[config.mk]
export PLATFORM = sky130hd
export DESIGN_NAME = usb_cmd_dispatch
export DESIGN_NICKNAME = d
export VERILOG_FILES = /design/src/rtl/usb_cmd_pkg.sv /design/src/rtl/usb_cmd_timer.sv /design/src/rtl/usb_cmd_dispatch.sv
export SDC_FILE = /design/constraint.sdc
export NUM_CORES = 1
export LEC_CHECK = 0
export ABC_AREA = 1
export BUFFER_PORTS_ARGS = -buffer_cell sky130_fd_sc_hd__buf_2
export CAP_MARGIN = 20
export CORE_MARGIN = 3
export CORE_UTILIZATION = 25
export DETAILED_ROUTE_END_ITERATION = 8
export SLEW_MARGIN = 20
export SYNTH_ARGS = -nofsm -noshare
export SYNTH_HDL_FRONTEND = slang
export SYNTH_SLANG_ARGS = --single-unit
[constraint.sdc]
create_clock -name i_clk_usb -period 2 [get_ports i_clk_usb]
set_input_delay 0.2 -clock i_clk_usb [delete_from_list [all_inputs] [get_ports i_clk_usb]]
set_output_delay 0.2 -clock i_clk_usb [all_outputs]
set_load 0.05 [all_outputs]
[src/rtl/usb_cmd_pkg.sv]
// Shared encodings for the USB command dispatcher: FSM states, finish codes and
// the field layout of the 16-bit host command word.
package usb_cmd_pkg;

    typedef enum logic [4:0] {
        ST_IDLE   = 5'b00001,
        ST_ISSUE  = 5'b00010,
        ST_EXEC   = 5'b00100,
        ST_FINISH = 5'b01000,
        ST_GAP    = 5'b10000
    } state_e;

    localparam logic [7:0]  CODE_OK_HI   = 8'h00;
    localparam logic [15:0] CODE_BAD_TGT = 16'h8001;
    localparam logic [15:0] CODE_TIMEOUT = 16'h8002;

    localparam int CMD_IDX_MSB = 15;
    localparam int CMD_IDX_LSB = 8;
    localparam int CMD_OP_MSB  = 7;
    localparam int CMD_OP_LSB  = 0;

    localparam logic [7:0] BCAST_IDX = 8'hFF;

endpackage

[src/rtl/usb_cmd_timer.sv]
// Saturating cycle counter that supervises an outstanding command; o_expire is
// high while the count sits at i_limit.
module usb_cmd_timer #(
    parameter int W = 20
) (
    input  logic         i_clk,
    input  logic         i_rst_n,
    input  logic         i_clear,
    input  logic         i_enable,
    input  logic [W-1:0] i_limit,
    output logic         o_expire
);

    logic [W-1:0] count_q;
    logic [W-1:0] count_d;

    always_comb begin
        count_d = count_q;
        if (i_clear) begin
            count_d = '0;
        end else if (i_enable && (count_q != i_limit)) begin
            count_d = count_q + 1'b1;
        end
    end

    always_ff @(posedge i_clk or negedge i_rst_n) begin
        if (!i_rst_n) begin
            count_q <= '0;
        end else begin
            count_q <= count_d;
        end
    end

    assign o_expire = (count_q == i_limit);

endmodule

[src/rtl/usb_cmd_dispatch.sv]
// Issues host commands to on-board targets over req/ack/done and reports a finish code.
// Define USB_CMD_BCAST_EN to let target index 8'hFF address every target at once.
module usb_cmd_dispatch
    import usb_cmd_pkg::*;
#(
    parameter int          N_TGT    = 4,
    parameter int          TO_W     = 20,
    parameter int unsigned TO_LIMIT = 20'hFFFFF,
    parameter int          FIN_HOLD = 4
) (
    input  logic                 i_clk_usb,
    input  logic                 i_rst_n,
    input  logic                 i_cmd_come,
    input  logic [15:0]          i_cmd,
    input  logic [31:0]          i_cmd_param,
    output logic                 o_cmd_finish,
    output logic [15:0]          o_cmd_finish_code,
    output logic [N_TGT-1:0]     o_tgt_req,
    output logic [7:0]           o_tgt_op,
    output logic [31:0]          o_tgt_param,
    input  logic [N_TGT-1:0]     i_tgt_ack,
    input  logic [N_TGT-1:0]     i_tgt_done,
    input  logic [8*N_TGT-1:0]   i_tgt_status,
    output logic                 o_busy,
    output logic                 o_err_overrun
);

    localparam int HOLD_W = (FIN_HOLD > 1) ? $clog2(FIN_HOLD) : 1;
    localparam logic [HOLD_W-1:0] HOLD_LAST = HOLD_W'(FIN_HOLD - 1);

    state_e              state_q, state_d;
    logic                cmd_come_q, cmd_come_d;
    logic [N_TGT-1:0]    req_q, req_d;
    logic [N_TGT-1:0]    pend_q, pend_d;
    logic [7:0]          stat_q, stat_d;
    logic [7:0]          op_q, op_d;
    logic [31:0]         param_q, param_d;
    logic [15:0]         code_q, code_d;
    logic [HOLD_W-1:0]   hold_q, hold_d;
    logic                overrun_q, overrun_d;

    logic                cmd_rise;
    logic [7:0]          cmd_idx;
    logic [N_TGT-1:0]    sel_mask;
    logic [N_TGT-1:0]    done_ok;
    logic [7:0]          stat_or;
    logic                timer_expire;

    assign cmd_rise = i_cmd_come & ~cmd_come_q;
    assign cmd_idx  = i_cmd[CMD_IDX_MSB:CMD_IDX_LSB];

    // An index with no matching target yields an empty mask and is rejected.
    always_comb begin
        sel_mask = '0;
        for (int i = 0; i < N_TGT; i++) begin
            sel_mask[i] = (cmd_idx == 8'(i));
        end
`ifdef USB_CMD_BCAST_EN
        if (cmd_idx == BCAST_IDX) begin
            sel_mask = '1;
        end
`endif
    end

    // A done only counts from a target that still owes one and has acked.
    always_comb begin
        done_ok = i_tgt_done & pend_q & (~req_q | i_tgt_ack);
        stat_or = '0;
        for (int i = 0; i < N_TGT; i++) begin
            if (done_ok[i]) begin
                stat_or = stat_or | i_tgt_status[8*i +: 8];
            end
        end
    end

    usb_cmd_timer #(
        .W(TO_W)
    ) u_timer (
        .i_clk    (i_clk_usb),
        .i_rst_n  (i_rst_n),
        .i_clear  (state_q == ST_IDLE),
        .i_enable ((state_q == ST_ISSUE) || (state_q == ST_EXEC)),
        .i_limit  (TO_W'(TO_LIMIT)),
        .o_expire (timer_expire)
    );

    always_comb begin
        state_d    = state_q;
        cmd_come_d = i_cmd_come;
        req_d      = req_q;
        pend_d     = pend_q;
        stat_d     = stat_q;
        op_d       = op_q;
        param_d    = param_q;
        code_d     = code_q;
        hold_d     = hold_q;
        overrun_d  = overrun_q | (cmd_rise & (state_q != ST_IDLE));

        case (state_q)
            ST_IDLE: begin
                if (cmd_rise) begin
                    hold_d = '0;
                    if (sel_mask != '0) begin
                        req_d   = sel_mask;
                        pend_d  = sel_mask;
                        stat_d  = '0;
                        op_d    = i_cmd[CMD_OP_MSB:CMD_OP_LSB];
                        param_d = i_cmd_param;
                        state_d = ST_ISSUE;
                    end else begin
                        code_d  = CODE_BAD_TGT;
                        state_d = ST_FINISH;
                    end
                end
            end
            // ISSUE and EXEC share one rule set; EXEC just means every req is acked.
            ST_ISSUE, ST_EXEC: begin
                req_d  = req_q & ~i_tgt_ack;
                pend_d = pend_q & ~done_ok;
                stat_d = stat_q | stat_or;
                if (pend_d == '0) begin
                    code_d  = {CODE_OK_HI, stat_d};
                    state_d = ST_FINISH;
                end else if (timer_expire) begin
                    req_d   = '0;
                    code_d  = CODE_TIMEOUT;
                    state_d = ST_FINISH;
                end else if (req_d == '0) begin
                    state_d = ST_EXEC;
                end else begin
                    state_d = ST_ISSUE;
                end
            end
            ST_FINISH: begin
                if (hold_q == HOLD_LAST) begin
                    hold_d  = '0;
                    state_d = ST_GAP;
                end else begin
                    hold_d = hold_q + 1'b1;
                end
            end
            ST_GAP: begin
                if (hold_q == HOLD_LAST) begin
                    hold_d  = '0;
                    state_d = ST_IDLE;
                end else begin
                    hold_d = hold_q + 1'b1;
                end
            end
            default: begin
                req_d   = '0;
                state_d = ST_IDLE;
            end
        endcase
    end

    always_ff @(posedge i_clk_usb or negedge i_rst_n) begin
        if (!i_rst_n) begin
            state_q    <= ST_IDLE;
            cmd_come_q <= 1'b0;
            req_q      <= '0;
            pend_q     <= '0;
            stat_q     <= '0;
            op_q       <= '0;
            param_q    <= '0;
            code_q     <= '0;
            hold_q     <= '0;
            overrun_q  <= 1'b0;
        end else begin
            state_q    <= state_d;
            cmd_come_q <= cmd_come_d;
            req_q      <= req_d;
            pend_q     <= pend_d;
            stat_q     <= stat_d;
            op_q       <= op_d;
            param_q    <= param_d;
            code_q     <= code_d;
            hold_q     <= hold_d;
            overrun_q  <= overrun_d;
        end
    end

    assign o_cmd_finish      = (state_q == ST_FINISH);
    assign o_cmd_finish_code = code_q;
    assign o_tgt_req         = req_q;
    assign o_tgt_op          = op_q;
    assign o_tgt_param       = param_q;
    assign o_busy            = (state_q != ST_IDLE);
    assign o_err_overrun     = overrun_q;

endmodule

==> summary.md <==
| Metric | Value |
|---|---|
| Final nets | `922` |
| CP Max Fanout | `15` |
| EDFF count, synth | `0` |
| Largest net degree at the start of global routing | `39` |
| Placer Congestion | `0.8611` |
| Post-DP HPWL | `11,050 um` |
| Crit path max-delay family | `buffers and inverters` |
| Commonest register cell after synthesis | `dfrtp_1` |
| Synth area leaders | `dfrtp_1 (46%), nand2_1 (17%), nand3_1 (7.8%)` |
| Initial core utilization | `25.82%` |
| Buf+Inv Stages, Crit Path | `2` |
| Total grt overflow | `0` |
| Post-layout util | `32.68%` |
| Peak VDD IR | `0.3883 mV` |
| Avg Vias per Cell | `4.405` |
| Setup CP Type | `flip-flop to primary output` |
| Die height | `148.9 um` |
| First-pass GRT wire length | `23,380 um` |
| Outcome | `finished, final reports clean` |
| Period minus WS final | `1.887 ns` |
| Max-slew violation count | `0` |
| CTS buffer count | `9` |
| Setup slack after layout | `0.1128 ns` |
| Die width | `148.9 um` |
| Initial antenna violation count | `2` |
| Cell Area, Synth | `5107 um^2` |
| Full die area | `22,180 um^2` |
| Type of the tightest min-delay check | `input port to flip-flop` |
| CP max stage delay | `0.43 ns` |
| Total number of vias | `4,837` |
| FF-to-FF path depth | `10` |
| Asr flop ratio synth | `100.0%` |
| Post-Syn Instances | `680` |
| Top Ports | `154` |
| Share of layout cells above drive strength 1 | `26.05%` |
| Vias in the first global route | `4,629` |
| Leak | `3.472 nW` |
| Hold Path Cell Cnt | `3` |
| Synth Register Bits | `94` |
| Synth top area share | `45.57%` |
| Unrepaired setup endpoints after global routing | `no` |
| Cell count along the critical path | `4` |
| Final period utilization | `94.36%` |
| Fin Clk Skew | `0.008040 ns` |
| CTS tree | `done` |
| Final setup TNS | `0 ns` |
| Setup violations, final | `0` |
| DR WL/cell | `13.19 um` |
| DR DRC count | `0` |
| FMAX | `529.9 MHz` |
| Detailed Route Iter0 Violations | `292` |
| Worst Path Arrival | `1.69 ns` |
| Startpoint types | `flip-flop` |
| Power density cells | `917.9 nW/um^2` |
| Clk slew on worst S/H paths | `0.07 ns` |
| Worst reg-to-reg setup slack | `0.15 ns` |
| Synth Warn # | `0` |
| Slowest CP cell | `dfrtp_1` |
| GRT Total Usage | `13.00%` |
| Pre-CTS setup slack | `0.1718 ns` |
| I/O Buffers | `146` |
| Antenna-violating nets left | `0` |
| Syn-to-layout area delta | `26.56%` |
| Core Area | `19,780 um^2` |
| Yosys top cell by area | `dfrtp_1` |
| CTS max path bufs | `2` |
| H-tree levels | `3` |
| Synth Area per Inst | `7.511 um^2` |
| Max-cap violation count | `0` |
| Drt total wl | `14,490 um` |
| Root buf cell | `clkbuf_16` |
| Number of distinct library cells after synthesis | `34` |
| Sequential-to-total area share from yosys stat | `46.08%` |
| CTS Sinks | `94` |
| Antenna diodes | `0` |
| Data required, critical path | `1.80 ns` |
| TritonRoute pass-1 iters | `4` |
| Clk Latency, worst-skew pair | `0.34 ns` |
| Final hold vios | `0` |
| Critical-path cell list | `nor2_4, nand3_4, buf_4, buf_2` |
| Row Count | `51` |
| Critical path endpoint category | `primary output` |
[worst register-to-register path: stages, from the launching register on]
cell,delay [ns]
dfrtp_1,0.46
ha_1,0.23
nand2_2,0.10
nor2_4,0.13
nand3_1,0.09
nor2_1,0.22
nor2_2,0.07
nand2_1,0.13
nand2_2,0.16
nand2_1,0.10
nand2_1,0.06
[per-stage QoR]
stage	hold slack [ns]	cell area (um^2)	cells	power, mW
floorplan	-0.09559	5130	686	3.590
global placement	0.1562	6115	1081	4.074
finish	0.07840	6464	1098	5.933
CTS	0.06505	6456	1098	6.009
detailed placement	0.1620	6115	1081	4.103
global route	0.07671	6464	1098	6.272
[cell type report]
cell class | instances | area (um^2)
Fill cell | 2158 | 13320
Multi-Input combinational cell | 492 | 2291
Timing Repair Buffer | 165 | 908.4
Clock buffer | 10 | 239.0
Inverter | 67 | 257.7
Tap cell | 265 | 331.6
Sequential cell | 94 | 2354
Clock inverter | 5 | 82.58
[metal layers]
metal / GRT usage, % / up-vias / wire length [um]
li1: - / 2453 / -
met1: 17.34 / 2212 / 6589
met2: 20.73 / 148 / 6568
met3: 3.373 / 20 / 1077
met4: 4.119 / 4 / 230
met5: 0 / - / 21
[cell usage after synthesis, types with 4 or more instances]
| library cell | n |
|---|---|
| nand3_1 | 80 |
| o21ai_1 | 16 |
| nand2_2 | 10 |
| nor2_1 | 54 |
| nor2_4 | 4 |
| buf_6 | 6 |
| nand4_1 | 31 |
| dfrtp_1 | 93 |
| clkbuf_1 | 8 |
| nand2_1 | 235 |
| o21ai_0 | 22 |
| xor2_1 | 6 |
| a21oi_1 | 4 |
| buf_2 | 6 |
| inv_1 | 57 |
| inv_2 | 8 |
| nor2_2 | 7 |
| buf_4 | 12 |
[final timing paths]
check,from,end
worst min-delay path,i_cmd[0],o_tgt_op[0]$_DFFE_PN0P_
worst max-delay path,state_q[3]$_DFFE_PN0P_,o_busy
worst max register to register,u_timer.count_q[0]$_DFFE_PN0P_,o_cmd_finish_code[6]$_DFFE_PN0P_
min in group asynchronous,i_rst_n,o_tgt_param[8]$_DFFE_PN0P_
max in group asynchronous,i_rst_n,state_q[0]$_DFFE_PN1P_
worst min register to register,o_tgt_param[7]$_DFFE_PN0P_,o_tgt_param[7]$_DFFE_PN0P_
[flip-flops by register name, summed over array words and instances, names as in the netlist]
name               flops
o_tgt_req              4
o_tgt_op               8
o_err_overrun          1
o_tgt_param           32
cmd_come_q             1
u_timer.count_q       20
hold_q                 2
stat_q                 8
pend_q                 4
state_q                5
o_cmd_finish_code      9
[timing repair]
action,4_1_cts,5_1_grt
hold endpoints to repair,25,0
setup endpoints to repair,0,1
gates resized for setup,0,2
setup buffers,0,0
hold buffers,2,0
[report_power, final]
| group | total (mW) | leakage [nW] | internal, mW | switching, mW |
|---|---|---|---|---|
| Clock | 1.87 | 0.159 | 1.13 | 0.746 |
| Combinational | 1.88 | 2.03 | 0.477 | 1.40 |
| Sequential | 2.18 | 1.29 | 2.07 | 0.115 |
[cell usage in the layout, fill, tap and decap left out, types with 4 or more instances in the layout]
master	Yosys	layout
a21oi_1	4	4
buf_2	6	144
buf_4	12	16
clkbuf_16	0	9
conb_1	1	7
dfrtp_1	93	93
inv_1	57	57
inv_2	8	8
nand2_1	235	235
nand2_2	10	10
nand3_1	80	79
nand4_1	31	31
nor2_1	54	54
nor2_2	7	7
nor2_4	4	4
o21ai_0	22	22
o21ai_1	16	16
xor2_1	6	6
[cell families after synthesis]
family	after synthesis	share of synthesized area, %
flops	94	46.08
buf+inv	100	9.603
other cells	1	0.07342
compound gates	48	5.022
fa+ha+maj	2	0.4899
xor+xnor	8	1.372
mux	1	0.1960
simple gates	426	37.16
No activity file was read; power rests on OpenSTA's default activity.
